[src/rtl/fpu_pkg.sv]
// Shared fp32 types and helpers for the FPU issue/collect logic.
package fpu_pkg;

    localparam int unsigned FADD_LAT = 3;

    typedef struct packed {
        logic        sign;
        logic [7:0]  exp;
        logic [22:0] frac;
    } fp32_t;

    // Sign flip only; NaN payloads and zeros pass through with the sign inverted.
    function automatic fp32_t fneg(input fp32_t a);
        fp32_t r;
        r      = a;
        r.sign = ~a.sign;
        return r;
    endfunction

endpackage

[src/rtl/fpu_result_fifo.sv]
// Synchronous result FIFO with a registered head word and registered full/empty.
// No bypass: a write into an empty FIFO becomes visible on the following cycle.
module fpu_result_fifo
    import fpu_pkg::*;
#(
    parameter int unsigned DEPTH = 4,
    parameter int unsigned W     = 37
) (
    input  logic         clk,
    input  logic         rst,
    input  logic         wr_en,
    input  logic [W-1:0] wr_data,
    input  logic         rd_en,
    output logic [W-1:0] rd_data,
    output logic         full,
    output logic         empty
);

    localparam int unsigned PTR_W = (DEPTH > 1) ? $clog2(DEPTH) : 1;
    localparam int unsigned CNT_W = $clog2(DEPTH + 1);
    localparam logic [PTR_W-1:0] LAST_PTR = PTR_W'(DEPTH - 1);
    localparam logic [CNT_W-1:0] FULL_CNT = CNT_W'(DEPTH);
    localparam logic [CNT_W-1:0] ONE_CNT  = CNT_W'(1);

    logic [W-1:0]     mem [DEPTH];
    logic [PTR_W-1:0] wr_ptr, rd_ptr, wr_ptr_nxt, rd_ptr_nxt;
    logic [CNT_W-1:0] cnt, cnt_nxt;
    logic [W-1:0]     head_nxt;
    logic             do_rd;

    // Next pointers, count and head word.
    always_comb begin
        do_rd      = rd_en & ~empty;
        wr_ptr_nxt = wr_ptr;
        rd_ptr_nxt = rd_ptr;
        cnt_nxt    = cnt;
        head_nxt   = rd_data;
        if (wr_en) begin
            wr_ptr_nxt = (wr_ptr == LAST_PTR) ? '0 : wr_ptr + 1'b1;
        end
        if (do_rd) begin
            rd_ptr_nxt = (rd_ptr == LAST_PTR) ? '0 : rd_ptr + 1'b1;
        end
        case ({wr_en, do_rd})
            2'b10:   cnt_nxt = cnt + 1'b1;
            2'b01:   cnt_nxt = cnt - 1'b1;
            default: cnt_nxt = cnt;
        endcase
        // The head register tracks the oldest entry; the storage array keeps a copy of every entry.
        if (do_rd && (cnt > ONE_CNT)) begin
            head_nxt = mem[rd_ptr_nxt];
        end else if (wr_en && (empty || do_rd)) begin
            head_nxt = wr_data;
        end
    end

    always_ff @(posedge clk) begin
        if (wr_en) begin
            mem[wr_ptr] <= wr_data;
        end
    end

    always_ff @(posedge clk or posedge rst) begin
        if (rst) begin
            wr_ptr  <= '0;
            rd_ptr  <= '0;
            cnt     <= '0;
            rd_data <= '0;
            full    <= 1'b0;
            empty   <= 1'b1;
        end else begin
            wr_ptr  <= wr_ptr_nxt;
            rd_ptr  <= rd_ptr_nxt;
            cnt     <= cnt_nxt;
            rd_data <= head_nxt;
            full    <= (cnt_nxt == FULL_CNT);
            empty   <= (cnt_nxt == '0);
        end
    end

endmodule

[src/rtl/fadd_issue_ctrl.sv]
// Issue/collect wrapper around a fixed-latency pipelined fp32 adder: registers operands,
// tracks valid+tag beside the adder pipe, and buffers results behind a credit counter.
module fadd_issue_ctrl
    import fpu_pkg::*;
#(
    parameter int unsigned FADD_LAT = fpu_pkg::FADD_LAT,
    parameter int unsigned DEPTH    = 4,
    parameter int unsigned TAG_W    = 5
) (
    input  logic             clk,
    input  logic             rst,
    input  logic             in_valid,
    output logic             in_ready,
    input  logic             in_sub,
    input  logic [31:0]      in_rs1,
    input  logic [31:0]      in_rs2,
    input  logic [TAG_W-1:0] in_tag,
    output logic [31:0]      fadd_x1,
    output logic [31:0]      fadd_x2,
    input  logic [31:0]      fadd_y,
    output logic             out_valid,
    input  logic             out_ready,
    output logic [31:0]      out_result,
    output logic [TAG_W-1:0] out_tag,
    output logic             busy
);

    localparam int unsigned L     = FADD_LAT + 1;
    localparam int unsigned OCC_W = $clog2(DEPTH + 1);
    localparam int unsigned W     = 32 + TAG_W;
    localparam logic [OCC_W-1:0] OCC_MAX = OCC_W'(DEPTH);

    logic             accept_c;
    logic             pop_c;
    fp32_t            x2_c;
    logic [L-1:0]     vld;
    logic [TAG_W-1:0] tag_pipe [L];
    logic [OCC_W-1:0] occ, occ_nxt;
    logic [W-1:0]     head;
    logic             fifo_full;
    logic             fifo_empty;

    assign accept_c = in_valid & in_ready;
    assign pop_c    = out_valid & out_ready;

    always_comb begin
        x2_c = in_sub ? fneg(fp32_t'(in_rs2)) : fp32_t'(in_rs2);
    end

    // Operand registers feeding the adder; they hold while idle.
    always_ff @(posedge clk or posedge rst) begin
        if (rst) begin
            fadd_x1 <= '0;
            fadd_x2 <= '0;
        end else if (accept_c) begin
            fadd_x1 <= in_rs1;
            fadd_x2 <= 32'(x2_c);
        end
    end

    // Valid/tag shadow of the adder pipe; the last stage lines up with fadd_y.
    always_ff @(posedge clk or posedge rst) begin
        if (rst) begin
            vld <= '0;
            for (int i = 0; i < int'(L); i++) begin
                tag_pipe[i] <= '0;
            end
        end else begin
            vld         <= {vld[L-2:0], accept_c};
            tag_pipe[0] <= in_tag;
            for (int i = 1; i < int'(L); i++) begin
                tag_pipe[i] <= tag_pipe[i-1];
            end
        end
    end

    // Credits cover ops in the pipe plus ops waiting in the FIFO.
    always_comb begin
        case ({accept_c, pop_c})
            2'b10:   occ_nxt = occ + 1'b1;
            2'b01:   occ_nxt = occ - 1'b1;
            default: occ_nxt = occ;
        endcase
    end

    always_ff @(posedge clk or posedge rst) begin
        if (rst) begin
            occ      <= '0;
            in_ready <= 1'b1;
            busy     <= 1'b0;
        end else begin
            occ      <= occ_nxt;
            in_ready <= (occ_nxt < OCC_MAX);
            busy     <= (occ_nxt != '0);
        end
    end

    fpu_result_fifo #(
        .DEPTH (DEPTH),
        .W     (W)
    ) u_fifo (
        .clk     (clk),
        .rst     (rst),
        .wr_en   (vld[L-1]),
        .wr_data ({fadd_y, tag_pipe[L-1]}),
        .rd_en   (out_ready),
        .rd_data (head),
        .full    (fifo_full),
        .empty   (fifo_empty)
    );

    assign out_valid  = ~fifo_empty;
    assign out_result = head[W-1:TAG_W];
    assign out_tag    = head[TAG_W-1:0];

    // Credits guarantee room; a write into a full FIFO means the accounting is broken.
    a_no_overflow : assert property (@(posedge clk) disable iff (rst) !(vld[L-1] && fifo_full));

endmodule

[config.mk]
export PLATFORM = sky130hd
export DESIGN_NAME = fadd_issue_ctrl
export DESIGN_NICKNAME = d
export VERILOG_FILES = /design/src/rtl/fpu_pkg.sv /design/src/rtl/fpu_result_fifo.sv /design/src/rtl/fadd_issue_ctrl.sv
export SDC_FILE = /design/constraint.sdc
export NUM_CORES = 1
export LEC_CHECK = 0
export BUFFER_PORTS_ARGS = -buffer_cell sky130_fd_sc_hd__buf_2
export CORE_ASPECT_RATIO = 0.9
export CORE_MARGIN = 1
export CORE_UTILIZATION = 55
export DETAILED_ROUTE_END_ITERATION = 6
export GPL_ROUTABILITY_DRIVEN = 1
export PLACE_DENSITY = 0.82
export SYNTH_ARGS = -nofsm -noshare
export SYNTH_HDL_FRONTEND = slang
export SYNTH_SLANG_ARGS = --single-unit
[constraint.sdc]
create_clock -name clk -period 6.9 [get_ports clk]
set_clock_uncertainty 0.1 [all_clocks]
set_input_delay 0.69 -clock clk [delete_from_list [all_inputs] [get_ports clk]]
set_output_delay 0.69 -clock clk [all_outputs]
set_load 0.01 [all_outputs]
==> impl_metrics.ini <==
[global_route]
antenna_found_initial = 0
grt.overflow.total = 0
grt_usage_pct = 23.4
grt_pass1_wl_um = 42300
grt_pass1_vias = 8003
grt_max_degree = 80

[clock_network]
cts_root_buf = clkbuf_16
post_cts_buffers = 0
cts_tree = done
clkTransAtPathRegs_ns = 0.06
cts_buffer_depth = 3
ctsHoldBuffers = 0
cts_buffers = 29
ctsResizeCount = 0
cts_max_level = 1
cts_sinks = 286
clock_latency_ns = 0.56

[placed_design]
placed_cell_area_um2 = 13600
post-place-ws_ns = 3.28
dp_hpwl_um = 15500
dpl.cell_count = 1260
port_buffers = 209
place_congestion = 0.737

[setup_path]
cp-end-kind = register
path_delay_family = compound AO/OA/AOI/OAI gates
cp.required_ns = 7.25
crit_path_max_fanout = 38
startpoint_type = register
cp.arrival_ns = 3.63
path_buf_inv = 2
slowest_delay_ns = 0.89
crit_chain = inv_1 -> ha_1 -> o21ba_2 -> o21ai_4 -> buf_4 -> nand2b_2 -> o211ai_1
cpMaxStageDelayCell = o21ba_2
crit_type = register to register

[yosys]
ys.flop_type = edfxtp_1
synth_fp_nets = 928
synth.area.top_cells = edfxtp_1 (36%), dfrtp_1 (27%), mux2_2 (12%)
async_flop_share_pct = 48.3
synthCells = 810
synth_area_per_cell_um2 = 15.3
netlist.area_leader.share_pct = 35.8
synth_enable_flop_cells = 148
netlist_area_um2 = 12400
ys_types = 33
ys_seq_elements = 286
ys.warnings.count = 0
synth_top_area_cell = edfxtp_1
yosysSeqAreaShare_pct = 63.7

[final_layout]
n_fill_cell = 1549
final_nets = 1118
final_layout_size_suffix_gt1_share_pct = 40.9
final_area_um2 = 14600
fin_util_pct = 66.6
syn2layout_area_growth_pct = 17.5
n_antenna_cell = 0
final_cells = 1314

[sta]
grt_setup_unrepaired = false
maxSlewViolCount = 0
setup_viol = 0
min_period_ns = 3.28
worstMarginPinSlew_ns = 1.13
max-slew-margin-rel_pct = 25.0
hold_slack_ns = 0.132
finalHoldViolations = 0
max_freq_mhz = 305
setup_ws_ns = 3.62
period_share_pct = 47.6
finalSetupTns_ns = 0

[routing]
drcViolationCount = 0
via_per_inst = 5.83
wire_per_inst_um = 20.5
drt_wl_total_um = 26900
vias = 7662
first_pass_iters = 5
dr.first_iter.drc_count = 452
final_antenna_net_count = 0

[run]
drv_cap = 0

[floorplanning]
dieWidth_um = 160
die_area_um2 = 23200
die_h_um = 144
rows = 51
initial_core_util_pct = 56.7
core_area_um2 = 21900
num_io_pins = 210

[power]
switchingPower_mw = 2.15
p_sw_share_pct = 33.9
powerDensity_nw_per_um2 = 434
intPower_mw = 4.18
combPwrFrac_pct = 34.4
power.leakage_nw = 6.11
clkPwrFrac_pct = 24.5
power_frac_seq_pct = 41.0
totalPowerFinal_mw = 6.33
irDropWorstVdd_mv = 0.368

[worst_hold_path]
hp-class = input port to register

[status]
status = complete, no violations
==> power groups by stage <==
stage,logic (mW),clock network [mW],registers (mW)
floorplan,1.40,0,2.68
global placement,2.12,0,2.60
detailed placement,2.19,0,2.62
CTS,2.20,1.57,2.60
global route,2.37,1.64,2.65
finish,2.18,1.55,2.60
==> synth_stat cells, drive strengths merged (2+ instances only) <==
library cell / number
a211o: 37
buf: 35
dfrtp: 136
xnor2: 3
edfxtp: 148
o31ai: 2
nor2: 2
o21ai: 9
nand2: 45
and2: 4
mux2i: 113
o221ai: 37
o211ai: 37
dfstp: 2
mux2: 137
nor2b: 3
ha: 11
clkbuf: 25
inv: 15
==> cells in the final DEF (no fill, tap or decap), drive strengths merged, types with 2 or more instances in the layout <==
master / count
a211o: 37
and2: 4
buf: 219
clkbuf: 38
clkinv: 11
dfrtp: 136
dfstp: 2
edfxtp: 148
ha: 11
inv: 18
mux2: 137
mux2i: 113
nand2: 45
nor2: 2
nor2b: 3
o211ai: 37
o21ai: 9
o221ai: 37
o31ai: 2
xnor2: 3
==> registers in the layout, summed over array words and instances, names as in the netlist <==
name            cells
in_ready            1
fadd_x1            32
busy                1
u_fifo.wr_ptr       2
tag_pipe           20
u_fifo.cnt          3
u_fifo.rd_data     37
u_fifo.rd_ptr       2
u_fifo.mem        148
u_fifo.empty        1
vld                 4
occ                 3
fadd_x2            32
==> cell type report <==
class                           count  area (µm²)  area share, %
Timing Repair Buffer              219        1120           7.69
Tap cell                          291         364           2.50
Sequential cell                   286        7900           54.2
Clock buffer                       38         833           5.72
Multi-Input combinational cell    449        4180           28.6
Inverter                           15        61.3          0.420
Clock inverter                     16         121          0.832
==> path summary, 6_finish.rpt <==
kind                                    start                 end  slack, ns  depth (start not counted)
min in group asynchronous                 rst          fadd_x1[4]       0.19                          2
max in group asynchronous                 rst    u_fifo.rd_ptr[0]       5.19                          3
worst max register to register  u_fifo.cnt[1]  u_fifo.rd_data[35]       3.62                          7
worst max-delay path            u_fifo.cnt[1]  u_fifo.rd_data[35]       3.62                          7
worst min register to register   tag_pipe[13]         tag_pipe[8]       0.25                          0
worst min-delay path                in_tag[1]        tag_pipe[16]       0.13                          1
==> kinds of logic (layout without fill, tap and decap cells) <==
logic type               count (synthesis)  after routing  synth area share (%)
flip-flops                             286            286                  63.7
multiplexers                           250            250                  21.6
AO/OA/AOI/OAI                          125            125                  8.18
buffers and inverters                   75            288                  3.04
AND/OR/NAND/NOR                         58             58                  1.99
adder cells (fa/ha/maj)                 12             12                  1.27
XOR/XNOR                                 4              4                 0.282
==> metal layers <==
metal	global-route usage, %	up-vias	part of all wire [%]
li1	-	3475	-
met1	28.4	3854	41
met2	43.1	298	51
met3	4.59	35	6.4
met4	5.81	0	1.8
met5	0	-	0
Note: power is estimated with default switching activity, not from simulation.
